$ cat config.mk
export PLATFORM = sky130hd
export DESIGN_NAME = muldiv_unit
export DESIGN_NICKNAME = d
export VERILOG_FILES = /design/src/rtl/muldiv_unit.sv
export SDC_FILE = /design/constraint.sdc
export NUM_CORES = 2
export LEC_CHECK = 0
export CORE_ASPECT_RATIO = 0.8
export CORE_MARGIN = 2
export CORE_UTILIZATION = 25
export DETAILED_ROUTE_END_ITERATION = 8
export SYNTH_ARGS = -nofsm -noshare
export SYNTH_HDL_FRONTEND = slang
export SYNTH_SLANG_ARGS = --single-unit
$ cat constraint.sdc
create_clock -name clk -period 9.6 [get_ports clk]
set_clock_uncertainty 0.05 [all_clocks]
set_input_delay 2.4 -clock clk [delete_from_list [all_inputs] [get_ports clk]]
set_output_delay 2.4 -clock clk [all_outputs]
set_load 0.01 [all_outputs]
$ cat src/rtl/muldiv_unit.sv
// -----------------------------------------------------------------------------
// muldiv_unit
//   Multi-cycle RV32M/RV64M multiply/divide unit sitting beside the EX-stage ALU.
//   One operation is accepted at a time. busy is high while the operation runs,
//   so the hazard logic holds the front of the pipeline. When the operation
//   finishes, valid pulses for one cycle with result and out_reg_d.
//
// Parameters
//   XLEN        operand/result width (32 or 64)
//   MUL_LATENCY cycles from the accept edge to valid for multiplies (1..4)
//   EARLY_OUT   1: divide-by-zero and signed overflow finish in 1 cycle;
//               0: they run the full XLEN+1 cycle divide
//
// Ports
//   clk        rising-edge clock
//   reset      asynchronous active-low reset
//   stop       freeze all state and outputs (pipeline pause)
//   bubble     flush: abort the in-flight operation and clear the outputs
//   start      request a new operation (sampled only in IDLE/DONE)
//   funct3     MUL,MULH,MULHSU,MULHU,DIV,DIVU,REM,REMU (000..111)
//   data_0     rs1 / dividend
//   data_1     rs2 / divisor
//   in_reg_d   destination register of the request
//   busy       operation in flight (MUL or DIV state)
//   valid      one-cycle result strobe (DONE state)
//   out_reg_d  destination register of the result
//   result     result value, held until the next DONE, bubble or reset
// -----------------------------------------------------------------------------
module muldiv_unit #(
  parameter int XLEN        = 32,
  parameter int MUL_LATENCY = 2,
  parameter int EARLY_OUT   = 1
) (
  input  logic            clk,
  input  logic            reset,
  input  logic            stop,
  input  logic            bubble,
  input  logic            start,
  input  logic [2:0]      funct3,
  input  logic [XLEN-1:0] data_0,
  input  logic [XLEN-1:0] data_1,
  input  logic [4:0]      in_reg_d,
  output logic            busy,
  output logic            valid,
  output logic [4:0]      out_reg_d,
  output logic [XLEN-1:0] result
);

  localparam int CW = $clog2(XLEN) + 1;
  localparam logic [XLEN-1:0] MOST_NEG = {1'b1, {(XLEN-1){1'b0}}};

  typedef enum logic [1:0] {S_IDLE, S_MUL, S_DIV, S_DONE} state_e;

  state_e          state_q, state_d;
  logic [CW-1:0]   cnt_q, cnt_d;
  logic [1:0]      op_q, op_d;          // funct3[1:0] of the accepted operation
  logic [XLEN-1:0] opa_q, opa_d;        // multiplicand, or dividend magnitude shifting into quotient
  logic [XLEN-1:0] opb_q, opb_d;        // multiplier, or divisor magnitude
  logic [XLEN-1:0] rem_q, rem_d;        // partial remainder
  logic            qneg_q, qneg_d;      // quotient must be negated at the end
  logic            rneg_q, rneg_d;      // remainder must be negated at the end
  logic            spec_q, spec_d;      // divide-by-zero or overflow in the full-length path
  logic [XLEN-1:0] spec_res_q, spec_res_d;
  logic [4:0]      rd_q, rd_d;
  logic [4:0]      out_rd_q, out_rd_d;
  logic [XLEN-1:0] result_q, result_d;

  // ---------------------------------------------------------------------------
  // Request decode, evaluated on the input ports at the accept edge
  // ---------------------------------------------------------------------------
  logic            in_signed, in_a_neg, in_b_neg, in_zero, in_ovf, in_special;
  logic [XLEN-1:0] in_spec_res, in_mag_a, in_mag_b;

  assign in_signed  = ~funct3[0];                 // DIV and REM are signed
  assign in_a_neg   = in_signed & data_0[XLEN-1];
  assign in_b_neg   = in_signed & data_1[XLEN-1];
  assign in_zero    = (data_1 == '0);
  assign in_ovf     = in_signed && (data_0 == MOST_NEG) && (data_1 == '1);
  assign in_special = in_zero | in_ovf;
  // RISC-V defined results: /0 gives all ones (quotient) or the dividend
  // (remainder); MOST_NEG/-1 gives MOST_NEG (quotient) or 0 (remainder).
  assign in_spec_res = in_zero ? (funct3[1] ? data_0 : '1)
                               : (funct3[1] ? '0 : MOST_NEG);
  // Negating MOST_NEG wraps to itself, which is the right unsigned magnitude.
  assign in_mag_a = in_a_neg ? -data_0 : data_0;
  assign in_mag_b = in_b_neg ? -data_1 : data_1;

  // ---------------------------------------------------------------------------
  // Multiplier: one 2*XLEN product. Operands come from the ports at the accept
  // edge (needed when MUL_LATENCY is 1) and from the latched copies in MUL.
  // ---------------------------------------------------------------------------
  logic [1:0]        mul_op;
  logic [XLEN-1:0]   mul_a, mul_b, mul_res;
  logic              mul_sa, mul_sb;
  logic [2*XLEN-1:0] prod;

  assign mul_op = (state_q == S_MUL) ? op_q  : funct3[1:0];
  assign mul_a  = (state_q == S_MUL) ? opa_q : data_0;
  assign mul_b  = (state_q == S_MUL) ? opb_q : data_1;
  assign mul_sa = (mul_op != 2'b11);              // rs1 signed except MULHU
  assign mul_sb = ~mul_op[1];                     // rs2 signed for MUL/MULH only
  // Sign-extending both operands to 2*XLEN makes a plain modular multiply
  // produce the correct signed/unsigned/mixed product.
  assign prod = {{XLEN{mul_sa & mul_a[XLEN-1]}}, mul_a} *
                {{XLEN{mul_sb & mul_b[XLEN-1]}}, mul_b};
  assign mul_res = (mul_op == 2'b00) ? prod[XLEN-1:0] : prod[2*XLEN-1:XLEN];

  // ---------------------------------------------------------------------------
  // Restoring divider step on magnitudes. The XLEN+1 bit difference exposes
  // the borrow, which decides the quotient bit.
  // ---------------------------------------------------------------------------
  logic [XLEN:0]   rem_sh, diff;
  logic            no_borrow;
  logic [XLEN-1:0] rem_nx, quot_nx, div_res;

  assign rem_sh    = {rem_q, opa_q[XLEN-1]};
  assign diff      = rem_sh - {1'b0, opb_q};
  assign no_borrow = ~diff[XLEN];
  assign rem_nx    = no_borrow ? diff[XLEN-1:0] : rem_sh[XLEN-1:0];
  assign quot_nx   = {opa_q[XLEN-2:0], no_borrow};
  // Sign fix-up is applied on the edge that enters DONE.
  assign div_res   = spec_q   ? spec_res_q :
                     op_q[1]  ? (rneg_q ? -rem_nx  : rem_nx)
                              : (qneg_q ? -quot_nx : quot_nx);

  // ---------------------------------------------------------------------------
  // Next-state logic
  // ---------------------------------------------------------------------------
  always_comb begin
    // NOTE: every signal assigned here gets a hold default first, so no path
    // leaves a variable unassigned and no latch is inferred.
    state_d    = state_q;
    cnt_d      = cnt_q;
    op_d       = op_q;
    opa_d      = opa_q;
    opb_d      = opb_q;
    rem_d      = rem_q;
    qneg_d     = qneg_q;
    rneg_d     = rneg_q;
    spec_d     = spec_q;
    spec_res_d = spec_res_q;
    rd_d       = rd_q;
    out_rd_d   = out_rd_q;
    result_d   = result_q;

    if (bubble) begin
      state_d  = S_IDLE;
      cnt_d    = '0;
      result_d = '0;
      out_rd_d = '0;
    end else begin
      case (state_q)
        S_IDLE, S_DONE: begin
          if (start) begin
            op_d = funct3[1:0];
            rd_d = in_reg_d;
            if (!funct3[2]) begin
              opa_d = data_0;
              opb_d = data_1;
              if (MUL_LATENCY == 1) begin
                state_d  = S_DONE;
                result_d = mul_res;
                out_rd_d = in_reg_d;
              end else begin
                state_d = S_MUL;
                cnt_d   = CW'(MUL_LATENCY - 2);
              end
            end else begin
              opa_d      = in_mag_a;
              opb_d      = in_mag_b;
              rem_d      = '0;
              qneg_d     = in_a_neg ^ in_b_neg;
              rneg_d     = in_a_neg;
              spec_d     = in_special;
              spec_res_d = in_spec_res;
              if ((EARLY_OUT != 0) && in_special) begin
                state_d  = S_DONE;
                result_d = in_spec_res;
                out_rd_d = in_reg_d;
              end else begin
                state_d = S_DIV;
                cnt_d   = CW'(XLEN - 1);
              end
            end
          end else if (state_q == S_DONE) begin
            state_d = S_IDLE;
          end
        end
        S_MUL: begin
          if (cnt_q == '0) begin
            state_d  = S_DONE;
            result_d = mul_res;
            out_rd_d = rd_q;
          end else begin
            cnt_d = cnt_q - CW'(1);
          end
        end
        S_DIV: begin
          opa_d = quot_nx;
          rem_d = rem_nx;
          if (cnt_q == '0) begin
            state_d  = S_DONE;
            result_d = div_res;
            out_rd_d = rd_q;
          end else begin
            cnt_d = cnt_q - CW'(1);
          end
        end
        default: state_d = S_IDLE;
      endcase
    end
  end

  // ---------------------------------------------------------------------------
  // State registers. stop freezes everything, including the outputs.
  // ---------------------------------------------------------------------------
  always_ff @(posedge clk or negedge reset) begin
    // NOTE: sequential state uses non-blocking assignments so all registers
    // update together from values sampled before the edge.
    if (!reset) begin
      state_q    <= S_IDLE;
      cnt_q      <= '0;
      op_q       <= '0;
      opa_q      <= '0;
      opb_q      <= '0;
      rem_q      <= '0;
      qneg_q     <= 1'b0;
      rneg_q     <= 1'b0;
      spec_q     <= 1'b0;
      spec_res_q <= '0;
      rd_q       <= '0;
      out_rd_q   <= '0;
      result_q   <= '0;
    end else if (!stop) begin
      state_q    <= state_d;
      cnt_q      <= cnt_d;
      op_q       <= op_d;
      opa_q      <= opa_d;
      opb_q      <= opb_d;
      rem_q      <= rem_d;
      qneg_q     <= qneg_d;
      rneg_q     <= rneg_d;
      spec_q     <= spec_d;
      spec_res_q <= spec_res_d;
      rd_q       <= rd_d;
      out_rd_q   <= out_rd_d;
      result_q   <= result_d;
    end
  end

  assign busy      = (state_q == S_MUL) || (state_q == S_DIV);
  assign valid     = (state_q == S_DONE);
  assign out_reg_d = out_rd_q;
  assign result    = result_q;

endmodule

==> qor.txt <==
result of the run -> finished, violations left
failing checks -> setup timing
total overflow reported by the global router -> 0
number of warning messages in the yosys log -> 0
half-perimeter wire length after detailed placement -> 185.5 mm
detailed-route vias per instance -> 4.898
First-pass DRT Iterations -> 6
maximum fanout count along the critical path -> 7
cell type with the highest occurrence count on the critical path -> fa_1
start-to-end type of the worst setup path -> primary input to flip-flop
net count of the finished layout -> 8,349
transition time at the pin with the least slew margin -> 1192 ps
CTS sink cnt -> 183
Floorplan Core Area -> 208,700 um^2
wire length of the first global-routing pass -> 320.7 mm
H-tree depth -> 4
via count -> 47.60k
Max Buffers Root-to-Sink -> 2
final instance area -> 67,490 um^2
count of port buffers added during placement -> 115
violation count after the first detailed-routing iteration -> 4,982
GRT Resource Usage Total -> 0.2027
ANT nets after route -> 0
Async SR Flop Fraction -> 1.000
clock latency of the later-clocked register in the worst-skew pair -> 490 ps
unrepaired setup endpoints after global routing -> yes
effective utilization at floorplan -> 0.2511
endpoint class of the critical path -> flip-flop
Mapped Cells -> 6,132
CP peak stage delay -> 560 ps
total wire length after detailed routing -> 217.0 mm
number of CTS-inserted buffers -> 17
clock slew at reported path FFs -> 80 ps
dominant delay contributor by cell family on the critical path -> adder cells
number of enable flip-flop cells after synthesis -> 0
least setup slack across all paths after layout -> -542.4 ps
count of non-filler cells in the finished layout -> 9,717
fraction of synthesized cell area taken by the top area cell type -> 0.4301
count of hold-fix buffers inserted at cts -> 0
post-synthesis sequential area ratio -> 0.08737
number of max-slew violations in the final report -> 0
cell taking the most area after synthesis -> fa_1
initial antenna violation count -> 16
Relative slew margins -> 0.2036
Yosys reg bits -> 183
number of cells on the worst hold path -> 2
TritonCTS clock tree -> done
dpl cells -> 9,522
area added between synthesis and finish -> 28.76%
crit path buf inv count -> 8
post-synth net total -> 7,591
slowest CP cell -> fa_1
worst r2r path cells -> 37
Die Y -> 413.5 um
width of the die -> 515.9 um
total DRC errors in the routed layout -> 0
Primary FF master, synth -> dfrtp_1
count of cell types in the netlist -> 84
worst min path class -> flip-flop to flip-flop
setup violation total in the final timing report -> 27
number of maximum-capacitance constraint violations -> 0
syn_area_per_cell -> 8.548 um^2
largest net degree at the start of global routing -> 82
most area-consuming cells after synthesis -> fa_1 (43%), dfrtp_1 (8.7%), inv_1 (8.4%)
Post-Syn Area -> 52,410 um^2
minimum period implied by the final worst setup slack -> 10,140 ps
number of ports placed on the die boundary -> 116
placer congestion estimate -> 1.009
Final Hold Fails -> 0
layout cell share with drive strength beyond 1 -> 0.2138
cell at the root of the clock tree -> clkbuf_16
Data required, critical path -> 9910 ps
final worst path period share -> 1.056
standard cell area after detailed placement -> 63,440 um^2
total number of cells along the worst setup path -> 32
area of the die -> 213,400 um^2
num rows -> 150
achievable frequency -> 98.60 MHz
Critical Path Start Type -> primary input
via count of the first global-routing pass -> 48.23k
Worst EP arrival -> 10,450 ps
drt wl/cell -> 22.33 um
[through the flow]
step | setup TNS, ps | worst slack [ps] | utilization | hold slack [ps]
final | -10090 | -542.4 | 0.3234 | 434.7
after floorplan | -4653 | -619.2 | - | 389.8
after global routing | -15600 | -800.4 | 0.3234 | 454.8
after detailed placement | -60340 | -2267 | 0.3040 | 414.9
after global placement | -59840 | -2247 | 0.3040 | 405.4
after CTS | -7210 | -542.3 | 0.3184 | 433.2
[worst register-to-register path: cells and delay by family (launching register included)]
kind	cells	cell delay (ps)
AOI/OAI and AO/OA	8	1980
and+or+nand+nor	6	570
adders and majority gates	10	4520
DFF	1	430
buffers and inverters	12	1560
muxes	1	280
[path summary, 6_finish.rpt]
kind	slack [ps]	start	end
setup / recovery	-540	data_1[4]	result[20]
hold / removal	430	spec_res_q[11]	spec_res_q[11]
setup reg to reg	80	state_q[1]	result[20]
hold reg to reg	430	spec_res_q[11]	spec_res_q[11]
max in group asynchronous	6290	reset	rem_q[8]
min in group asynchronous	1920	reset	result[1]
[cell usage after synthesis (6+ instances only)]
cell / n
o221ai_1: 11
o41ai_1: 15
and2_1: 26
a22o_1: 7
nand4_1: 27
xor2_1: 81
o22ai_1: 10
nor3b_1: 9
a21boi_0: 6
a31oi_1: 18
a211oi_1: 20
or3_1: 33
o31ai_1: 63
o21a_1: 28
or4_1: 10
a2111oi_0: 9
nor4_1: 19
a21o_1: 58
nand3b_1: 9
mux2_2: 72
clkbuf_1: 284
nand2b_1: 27
o21ai_1: 8
and3_1: 14
ha_1: 256
inv_1: 1178
nor3_1: 55
a221oi_1: 13
mux2i_1: 85
o21bai_1: 14
nand2_1: 975
buf_1: 30
o21ai_0: 236
nand3_1: 40
a221o_1: 7
dfrtp_1: 183
or2_2: 8
nor2_1: 583
nor2b_1: 23
fa_1: 1126
o211ai_1: 18
a21oi_1: 241
xnor2_1: 111
[layer usage]
metal,track usage,share of wire,up-vias
met4,0.07272,0.042,14
met5,0,0.00057,-
li1,-,-,20440
met3,0.05487,0.11,415
met1,0.2805,0.42,24466
met2,0.3020,0.43,2262
[state kept, by name, indices dropped and copies added, names as in the netlist]
name / flops
qneg_q: 1
cnt_q: 6
opb_q: 32
opa_q: 32
result: 32
op_q: 2
rneg_q: 1
spec_res_q: 32
state_q: 2
spec_q: 1
rem_q: 32
rd_q: 5
out_reg_d: 5
[logic make-up after synthesis]
family,share of synthesized area
mux,0.03170
fa+ha+maj,0.4912
simple gates,0.1490
flops,0.08737
buf+inv,0.1081
compound gates,0.1006
xor+xnor,0.03208
[area by class of cell]
type / count / area (um^2)
Antenna cell: 2 / 5.005
Clock buffer: 18 / 439.2
Fill cell: 21818 / 141200
Sequential cell: 183 / 4579
Clock inverter: 14 / 166.4
Timing Repair Buffer: 1057 / 10020
Multi-Input combinational cell: 4449 / 44300
Tap cell: 2812 / 3518
Inverter: 1182 / 4458
[cells in the final DEF (no fill, tap or decap), types with 30 or more instances in the layout]
cell type        Yosys  routed
a21o_1              58      58
a21oi_1            241     212
buf_12               0     121
buf_4                0     737
buf_6                2      70
clkdlybuf4s50_1      0      48
dfrtp_1            183     183
fa_1              1126    1069
fa_2                 0      57
ha_1               256     226
inv_1             1178    1129
inv_2                1      47
mux2_2              72      31
mux2_4               0      42
mux2i_1             85      54
nand2_1            975     941
nand3_1             40      33
nor2_1             583     560
nor3_1              55      51
o21ai_0            236     202
o31ai_1             63      62
or3_1               33      30
xnor2_1            111      98
xor2_1              81      77
[repair_timing]
| action | in CTS | in global routing |
|---|---|---|
| cloned | 3 | 1 |
| buffers inserted | 117 | 59 |
| pin swaps | 179 | 154 |
| endpoints found under the setup margin | 32 | 32 |
| gates resized for setup | 553 | 179 |
Power is not shown: default switching activity piles up to over one toggle a cycle in this logic, so the estimate is an artifact.
